### config.mk
export PLATFORM = sky130hd
export DESIGN_NAME = spi_cfg_sequencer
export DESIGN_NICKNAME = d
export VERILOG_FILES = /design/src/rtl/spi_cfg_sequencer.sv
export SDC_FILE = /design/constraint.sdc
export NUM_CORES = 1
export LEC_CHECK = 0
export ABC_AREA = 1
export ABC_CLOCK_PERIOD_IN_PS = 2800
export CELL_PAD_IN_SITES_DETAIL_PLACEMENT = 1
export CELL_PAD_IN_SITES_GLOBAL_PLACEMENT = 1
export CORE_MARGIN = 2
export CORE_UTILIZATION = 39
export CTS_BUF_LIST = sky130_fd_sc_hd__clkbuf_4
export DETAILED_ROUTE_END_ITERATION = 7
export GPL_ROUTABILITY_DRIVEN = 1
export MAX_ROUTING_LAYER = met4
export PLACE_DENSITY_LB_ADDON = 0.15
export SLEW_MARGIN = 30
export SYNTH_ARGS = -nofsm -noshare
export SYNTH_HDL_FRONTEND = slang
export SYNTH_SLANG_ARGS = --single-unit
### constraint.sdc
create_clock -name clk -period 2.8 [get_ports clk]
set_input_delay 0.42 -clock clk [delete_from_list [all_inputs] [get_ports clk]]
set_output_delay 0.42 -clock clk [all_outputs]
set_load 0.01 [all_outputs]
### src/rtl/spi_cfg_sequencer.sv
// Table-driven register-bus sequencer: fetches commands from a synchronous ROM and issues
// writes, reads, bit-polls and waits. Optional poll timeout: define SPI_CFG_POLL_TIMEOUT_EN.
module spi_cfg_sequencer #(
  parameter int unsigned AW          = 8,
  parameter int unsigned DW          = 8,
  parameter int unsigned PTR_W       = 5,
  parameter int unsigned START_DELAY = 500,
  parameter int unsigned AUTO_START  = 1,
  parameter int unsigned POLL_LIMIT  = 1024
) (
  input  logic                 clk,
  input  logic                 readyreset,
  input  logic                 start_i,
  output logic [PTR_W-1:0]     cmd_ptr_o,
  input  logic [3+AW+DW-1:0]   cmd_word_i,
  output logic                 bus_cs_o,
  output logic                 bus_we_o,
  output logic [AW-1:0]        bus_addr_o,
  output logic [DW-1:0]        bus_wdata_o,
  input  logic [DW-1:0]        bus_rdata_i,
  input  logic                 bus_rdy_i,
  output logic                 busy_o,
  output logic                 done_o,
  output logic                 error_o,
  output logic [DW-1:0]        last_rdata_o
);

  localparam int unsigned DlyW = (START_DELAY > 0) ? $clog2(START_DELAY + 1) : 1;

  typedef enum logic [2:0] {
    StIdle, StFetch, StDecode, StReq, StGap, StWaitc, StDone, StError
  } state_e;

  typedef enum logic [2:0] {
    OpWrite, OpRead, OpPollSet, OpPollClr, OpWait, OpJump, OpEnd, OpIllegal
  } op_e;

  state_e            state_q;
  op_e               op_q;
  logic [PTR_W-1:0]  cmd_ptr_q;
  logic              bus_cs_q, bus_we_q;
  logic [AW-1:0]     bus_addr_q;
  logic [DW-1:0]     bus_wdata_q;
  logic              busy_q, done_q, error_q;
  logic [DW-1:0]     last_rdata_q;
  logic [DW-1:0]     data_q;
  logic [DW-1:0]     wait_q;
  logic [DlyW-1:0]   dly_q;
  logic              auto_pend_q;

  op_e               cmd_op;
  logic [AW-1:0]     cmd_addr;
  logic [DW-1:0]     cmd_data;
  logic              auto_fire;
  logic              is_poll;
  logic              poll_met;
  logic              poll_give_up;

  assign cmd_op   = op_e'(cmd_word_i[3+AW+DW-1 -: 3]);
  assign cmd_addr = cmd_word_i[AW+DW-1 -: AW];
  assign cmd_data = cmd_word_i[DW-1:0];

  // The auto-start request stays pending from reset until the first launch of any kind.
  assign auto_fire = auto_pend_q && (dly_q == DlyW'(START_DELAY));
  assign is_poll   = (op_q == OpPollSet) || (op_q == OpPollClr);
  assign poll_met  = (op_q == OpPollSet) ? |(last_rdata_q & data_q) : ~|(last_rdata_q & data_q);

`ifdef SPI_CFG_POLL_TIMEOUT_EN
  localparam int unsigned PcW = $clog2(POLL_LIMIT + 1);

  logic [PcW-1:0] poll_cnt_q;

  assign poll_give_up = (poll_cnt_q == PcW'(POLL_LIMIT));

  always_ff @(posedge clk or posedge readyreset) begin
    if (readyreset) begin
      poll_cnt_q <= '0;
    end else if (state_q == StDecode) begin
      poll_cnt_q <= '0;
    end else if ((state_q == StReq) && bus_rdy_i && !poll_give_up) begin
      poll_cnt_q <= poll_cnt_q + 1'b1;
    end
  end
`else
  assign poll_give_up = 1'b0;

  if (POLL_LIMIT == 0) begin : g_poll_limit_chk
    $error("POLL_LIMIT must be nonzero");
  end
`endif

  always_ff @(posedge clk or posedge readyreset) begin
    if (readyreset) begin
      state_q      <= StIdle;
      op_q         <= OpWrite;
      cmd_ptr_q    <= '0;
      bus_cs_q     <= 1'b0;
      bus_we_q     <= 1'b0;
      bus_addr_q   <= '0;
      bus_wdata_q  <= '0;
      busy_q       <= 1'b0;
      done_q       <= 1'b0;
      error_q      <= 1'b0;
      last_rdata_q <= '0;
      data_q       <= '0;
      wait_q       <= '0;
      dly_q        <= '0;
      auto_pend_q  <= (AUTO_START != 0);
    end else begin
      if (auto_pend_q && !auto_fire) begin
        dly_q <= dly_q + 1'b1;
      end
      case (state_q)
        StIdle, StDone, StError: begin
          if (start_i || auto_fire) begin
            state_q     <= StFetch;
            cmd_ptr_q   <= '0;
            busy_q      <= 1'b1;
            done_q      <= 1'b0;
            error_q     <= 1'b0;
            auto_pend_q <= 1'b0;
          end
        end
        StFetch: state_q <= StDecode;
        StDecode: begin
          op_q   <= cmd_op;
          data_q <= cmd_data;
          case (cmd_op)
            OpWrite, OpRead, OpPollSet, OpPollClr: begin
              bus_we_q    <= (cmd_op == OpWrite);
              bus_addr_q  <= cmd_addr;
              bus_wdata_q <= cmd_data;
              bus_cs_q    <= 1'b1;
              state_q     <= StReq;
            end
            OpWait: begin
              wait_q  <= cmd_data;
              state_q <= StWaitc;
            end
            OpJump: begin
              cmd_ptr_q <= cmd_data[PTR_W-1:0];
              state_q   <= StFetch;
            end
            OpEnd: begin
              busy_q  <= 1'b0;
              done_q  <= 1'b1;
              state_q <= StDone;
            end
            default: begin
              busy_q  <= 1'b0;
              error_q <= 1'b1;
              state_q <= StError;
            end
          endcase
        end
        StReq: begin
          if (bus_rdy_i) begin
            bus_cs_q <= 1'b0;
            state_q  <= StGap;
            if (!bus_we_q) begin
              last_rdata_q <= bus_rdata_i;
            end
          end
        end
        // One idle bus cycle between requests; an unmet poll re-reads the same command.
        StGap: begin
          if (is_poll && !poll_met) begin
            if (poll_give_up) begin
              busy_q  <= 1'b0;
              error_q <= 1'b1;
              state_q <= StError;
            end else begin
              bus_cs_q <= 1'b1;
              state_q  <= StReq;
            end
          end else begin
            cmd_ptr_q <= cmd_ptr_q + 1'b1;
            state_q   <= StFetch;
          end
        end
        StWaitc: begin
          if (wait_q == '0) begin
            cmd_ptr_q <= cmd_ptr_q + 1'b1;
            state_q   <= StFetch;
          end else begin
            wait_q <= wait_q - 1'b1;
          end
        end
        default: state_q <= StIdle;
      endcase
    end
  end

  assign cmd_ptr_o    = cmd_ptr_q;
  assign bus_cs_o     = bus_cs_q;
  assign bus_we_o     = bus_we_q;
  assign bus_addr_o   = bus_addr_q;
  assign bus_wdata_o  = bus_wdata_q;
  assign busy_o       = busy_q;
  assign done_o       = done_q;
  assign error_o      = error_q;
  assign last_rdata_o = last_rdata_q;

endmodule

==> key figures, run 1 <==
Outcome
  • Run status: finished, final reports clean

Logic synthesis
  • Syn avg cell area: between 8 and 9 um2
  • Syn Std Cell Area: 3240 um2
  • Dominant synthesized flop cell: dfrtp_1
  • Synth Register Bits: 66
  • Post-synthesis cell count: 398
  • Biggest area consumer among synthesized cells: dfrtp_1
  • Async set-reset flop share out of synthesis: 1.00
  • EDFF count, synth: 0
  • Yosys cell types: 32
  • Share of Yosys cell area claimed by the top area cell type: 0.502
  • Sequential fraction of the synthesis area: 0.510
  • Yosys warns: 0
  • Synthesized net count: 434
  • Top post-synthesis cells by area: dfrtp_1 (50%), nand2_1 (16%), o21ai_0 (5.6%)

Layout
  • Multi-input gate area: approximately 1400 um2
  • Share of layout cells above drive strength 1: 0.0932
  • Fillcell total: between 1000 and 1500
  • ANT cells: 0
  • Final instance area: slightly above 4000 um2
  • Nets: around 500
  • Layout Area Growth over Synthesis: 28.0%
  • Register area: ~1700 um2

CTS
  • Worst skew pair latency: 420 ps
  • Post-CTS Setup Bufs: 0
  • CTS root buffer: clkbuf_4
  • Max Root-Sink Buffers: 2
  • Reg clk slew, reported paths: ~110 ps
  • CTS Hold Bufs: 0
  • TritonCTS buffer count: 9
  • H-tree depth: 3
  • Post-CTS sizing: 0
  • Clock sinks: 66
  • CTS tree: built

Routing
  • Vias: between 2000 and 3000
  • DRC viols: 0
  • Post-Route WL: roughly 8500 um
  • Routed wl met3: about 320 um
  • WL/cell: 14.7 um
  • DR vias/cell: between 4 and 5
  • Post-Route M1 WL: approximately 3700 um
  • Post-route ant nets: 0
  • Max layer used: met4
  • Met2 Wirelength: around 4300 um
  • Iteration-0 DRC count of the detailed router: 88
  • Drt pass-1 iters: 4

Floorplan
  • Starting Density: 0.398
  • Full die area: 9050 um2
  • Die W: around 95 um
  • Row cnt: 33
  • Die Ht: 95.2 um
  • I/O pin count: 65
  • CORE AREA: between 8000 and 9000 um2

Job
  • Max-Cap Viols: 0

Critical path
  • CP Cell Sequence: clkdlybuf4s50_1
  • Crit-path leading delay family: buffers and inverters
  • Critical Path Sink Type: output port
  • Crit-path max FO: 7
  • Max stage delay on crit path: ~580 ps
  • Startpoint types: flip-flop
  • Critical path class: reg -> out
  • Crit path arrival time: roughly 1500 ps
  • FF-to-FF Start: state_q[1]
  • WP buf/inv: 1
  • Worst endpoint required time: about 2400 ps
  • Worst Setup SP: cmd_ptr_o[2]
  • CP max stage cell: clkdlybuf4s50_1

STA
  • Worst slew margin: 0.525
  • Final slew viol count: 0
  • Max Freq: about 530 MHz
  • Measured slew at the worst slew-check pin: between 700 and 800 ps
  • Final Hold Viols: 0
  • Final critical-path required period: between 1500 and 2000 ps
  • Setup TNS: 0 ps
  • Period Utilization, post-route: 0.671
  • Skew final: about 15 ps
  • Unrepaired setup endpoints after global routing: no
  • Final setup violation count: 0

Placed design
  • Dpl cell area: about 4000 um2
  • Post-DP HPWL: approximately 6400 um
  • PortBufs: 64
  • GP Congestion: ~0.83

Power and ir drop
  • Pleak: between 1.5 and 2 nW
  • Power per cell area: roughly 1000 nW/um2
  • VDD IR max: about 0.46 mV

GRT
  • Global route total overflow: 0
  • First-pass GRT wire length: 13800 um
  • GRT Util Overall: 0.207
  • Antenna violations before repair: 0
  • Vias in the first global route: between 2000 and 3000
  • Largest net degree at the start of global routing: between 60 and 70

Min path
  • Worst hold path type: in -> async
## logic make-up after synthesis
| logic type | share of synthesized area |
|---|---|
| buffers and inverters | 0.0695 |
| xor gates and xnor gates | 0.0189 |
| and+or+nand+nor | 0.259 |
| DFF | 0.510 |
| adders and majority gates | 0.0193 |
| AOI/OAI and AO/OA | 0.123 |
## cell usage after synthesis, types with 3 or more instances
library cell / n
nand2_1: 134
dfrtp_1: 65
inv_1: 41
o21ai_0: 36
nand3_1: 24
nor2_1: 22
o21ai_2: 8
a21oi_1: 7
ha_1: 5
inv_2: 5
nand2_2: 5
nand4_1: 5
clkbuf_1: 4
o21ai_1: 4
xor2_1: 4
buf_2: 3
nor2_4: 3
o211ai_1: 3
o22ai_1: 3
xnor2_1: 3
## per-layer routing
layer / GRT usage / up-vias
li1: - / 1412
met1: 0.251 / 1373
met2: 0.344 / 47
met3: 0.0482 / 12
met4: 0.0604 / 0
met5: - / -
## power breakdown
part / switching [W] / internal [W] / leakage, nW
combinational: 0.00107 / 0.000814 / 1.08
sequential: 0.000244 / 0.00132 / 0.839
clock: 0.000350 / 0.000352 / 0.0784
total: 0.00167 / 0.00249 / 1.99
## through the flow
stage | hold slack (ps) | std cells | setup WS, ps | utilization | power (W)
2_1_floorplan | 441 | 398 | 727 | - | 0.00267
3_3_place_gp | 456 | 561 | 799 | 0.491 | 0.00340
3_5_place_dp | 469 | 561 | 741 | 0.491 | 0.00349
4_1_cts | 394 | 577 | 873 | 0.510 | 0.00421
5_1_grt | 400 | 577 | 788 | 0.510 | 0.00451
6_report | 382 | 577 | 920 | 0.510 | 0.00416
## flip-flops by register name (all words and copies together), names as in the netlist
register / cells
data_q: 8
last_rdata_o: 8
busy_o: 1
bus_addr_o: 8
state_q: 3
auto_pend_q: 1
op_q: 3
wait_q: 8
dly_q: 9
done_o: 1
bus_cs_o: 1
bus_wdata_o: 8
bus_we_o: 1
error_o: 1
cmd_ptr_o: 5
## path summary, 6_finish.rpt
check,to,slack [ps],cells after the start
max,cmd_ptr_o[2],920,1
min,dly_q[0],380,3
max reg2reg,cmd_ptr_o[2],940,9
min reg2reg,dly_q[5],480,1
max in group asynchronous,auto_pend_q,2110,3
min in group clk,dly_q[5],480,1
## cell type report
class | count | share of cell area
Sequential cell | 66 | 0.399
Multi-Input combinational cell | 277 | 0.329
Timing Repair Buffer | 67 | 0.163
Inverter | 46 | 0.0416
Tap cell | 105 | 0.0317
Clock inverter | 7 | 0.0202
Clock buffer | 9 | 0.0163
## placed cells by master, fill, tap and decap left out, drive strengths merged, types with 7 or more instances in the layout
master,netlist,layout
dfrtp,65,65
nand3,25,25
nand2,139,139
a21oi,7,7
inv,46,46
o21ai,49,49
clkdlybuf4s50,0,64
clkbuf,4,9
nor2,26,26
Note: power is estimated with default switching activity, not from simulation.
==> run 2: changes to the inputs <==
--- a/config.mk
+++ b/config.mk
@@ -6,11 +6,11 @@
 export NUM_CORES = 1
 export LEC_CHECK = 0
 export ABC_AREA = 1
-export ABC_CLOCK_PERIOD_IN_PS = 2800
+export ABC_CLOCK_PERIOD_IN_PS = 1610
 export CELL_PAD_IN_SITES_DETAIL_PLACEMENT = 1
 export CELL_PAD_IN_SITES_GLOBAL_PLACEMENT = 1
 export CORE_MARGIN = 2
-export CORE_UTILIZATION = 39
+export CORE_UTILIZATION = 35
 export CTS_BUF_LIST = sky130_fd_sc_hd__clkbuf_4
 export DETAILED_ROUTE_END_ITERATION = 7
 export GPL_ROUTABILITY_DRIVEN = 1
==> constraint.sdc (replaced) <==
create_clock -name clk -period 1.61 [get_ports clk]
set_input_delay 0.2415 -clock clk [delete_from_list [all_inputs] [get_ports clk]]
set_output_delay 0.2415 -clock clk [all_outputs]
set_load 0.01 [all_outputs]
==> key figures, run 2 (same netlist as run 1, synthesis figures left out) <==
Power and ir drop
  • Power per cell area: roughly 1600 nW/um2
  • Pleak: between 2 and 2.5 nW
  • VDD IR max: between 0.6 and 0.7 mV

Critical path
  • CP max stage cell: dfrtp_1
  • Most frequent CP cell: nand2_4
  • Worst endpoint required time: approximately 1900 ps
  • Max stage delay on crit path: ~400 ps
  • Crit path arrival time: 1910 ps
  • Critical Path Sink Type: flip-flop
  • Startpoint types: flip-flop
  • R2r setup slk: around 2.9 ps
  • Crit-path max FO: 6
  • Critical path class: reg -> reg
  • Crit-path leading delay family: simple AND/OR/NAND/NOR gates
  • WP buf/inv: 1
  • CP Cell Sequence: inv_2 -> ha_4 -> nand2_4 -> nor2_4 -> nand3_2 -> nand3_2 -> nand2_4 -> nor2_4 -> nand2_4 -> nand2_1 -> nand2_1

Routing
  • WL/cell: between 10 and 15 um
  • Drt pass-1 iters: 4
  • Post-route ant nets: 0
  • DR vias/cell: 4.84
  • Vias: 3046
  • DRC viols: 0
  • Post-Route WL: between 9000 and 10000 um
  • Iteration-0 DRC count of the detailed router: between 90 and 100

CTS
  • Worst skew pair latency: slightly above 400 ps
  • Clock sinks: between 60 and 70
  • H-tree depth: 3
  • Max Root-Sink Buffers: 2
  • CTS tree: built
  • CTS root buffer: clkbuf_4
  • Reg clk slew, reported paths: between 100 and 150 ps
  • CTS Hold Bufs: 0
  • TritonCTS buffer count: 9

Layout
  • Most common cell after layout, fill and taps aside: nand2_1
  • Max FFs per register: 9
  • Nets: 550
  • ANT cells: 0
  • Share of layout cells above drive strength 1: 0.232
  • Layout Area Growth over Synthesis: 44.1%
  • Commonest cells after routing, fill and taps aside: nand2_1 (127), dfrtp_1 (62), clkdlybuf4s50_1 (44)
  • Largest reg by FF count: dly_q
  • Final core utilization: 0.513

Job
  • Max-Cap Viols: 0

STA
  • Final Hold Viols: 0
  • Measured slew at the worst slew-check pin: between 300 and 400 ps
  • Final setup violation count: 0
  • Unrepaired setup endpoints after global routing: yes
  • Period Utilization, post-route: 0.998
  • Final slew viol count: 0
  • Skew final: 13.4 ps
  • Final critical-path required period: approximately 1600 ps
  • Worst slew margin: 0.745
  • Final setup margin: 2.86 ps
  • Max Freq: between 600 and 700 MHz

Placed design
  • DP Worst Slack: -105 ps
  • Post-DP HPWL: between 6000 and 7000 um
  • PortBufs: 64
  • GP Congestion: a little over 0.8

Floorplan
  • Die Ht: roughly 100 um
  • Row cnt: 35
  • Die W: about 100 um
  • I/O pin count: 65
  • Full die area: approximately 10000 um2
  • Starting Density: 0.356
  • CORE AREA: just over 9000 um2

Min path
  • Worst hold path type: in -> async

GRT
  • First-pass GRT wire length: ~15000 um
  • GRT Util Overall: 0.202
  • Antenna violations before repair: 0
  • Global route total overflow: 0
  • Largest net degree at the start of global routing: 28
  • Vias in the first global route: 3163

Outcome
  • Run status: finished, final reports clean
-- run 2: changes by cell type in the layout (fill, tap and decap cells not counted), sizes merged, moves of 2 or more --
cell,before,now
buf,3,49
dlygate4sd2,0,11
dlymetal6s2s,0,9
bufinv,2,0
clkbuf,9,12
clkdlybuf4s50,64,44
-- run 2: worst paths after layout --
check	start	to	cells past startpoint
max	dly_q[1]	cmd_ptr_o[0]	11
max reg2reg	dly_q[1]	cmd_ptr_o[0]	11
min in group clk	cmd_word_i[9]	bus_addr_o[1]	3
min reg2reg	bus_addr_o[0]	bus_addr_o[0]	2
max in group asynchronous	readyreset	cmd_ptr_o[0]	3
min	readyreset	bus_cs_o	2
-- run 2: area by class of cell --
cell class	count	area [um2]
fillers	1107	4440
flip-flops and latches	66	1660
multi-input cells	277	1500
repair buffers	114	1090
inverters	46	179
well taps	111	139
clock buffers	11	82.6
clock inverters	4	20.0
-- run 2: per-stage QoR --
step / area [um2] / hold WS, ps / total power (W) / TNS [ps] / instances
final: 4670 / 160 / 0.00756 / 0 / 629
after global routing: 4670 / 177 / 0.00823 / -734 / 629
after detailed placement: 4260 / 459 / 0.00629 / -882 / 597
after CTS: 4400 / 152 / 0.00725 / -22.4 / 618
after global placement: 4260 / 453 / 0.00616 / -255 / 597
after floorplan: 3240 / 358 / 0.00465 / 0 / 398
-- run 2: where the power goes --
part	internal (W)	switching (W)	total, W
Combinational	0.00180	0.00214	0.00393
Clock	0.000332	0.000589	0.000921
Sequential	0.00230	0.000394	0.00270
-- run 2: what timing repair did --
item,4_1_cts,5_1_grt
cloned,0,1
gates resized for setup,18,50
pin swaps,4,15
endpoints found under the setup margin,22,47
setup buffers,6,10
-- run 2: routing by layer --
| layer | up-vias | GRT usage | share of wire |
|---|---|---|---|
| li1 | 1507 | - | - |
| met1 | 1489 | 0.262 | 0.46 |
| met2 | 39 | 0.328 | 0.51 |
| met3 | 11 | 0.0272 | 0.024 |
| met4 | 0 | 0.0695 | 0.014 |
| met5 | - | - | 0 |
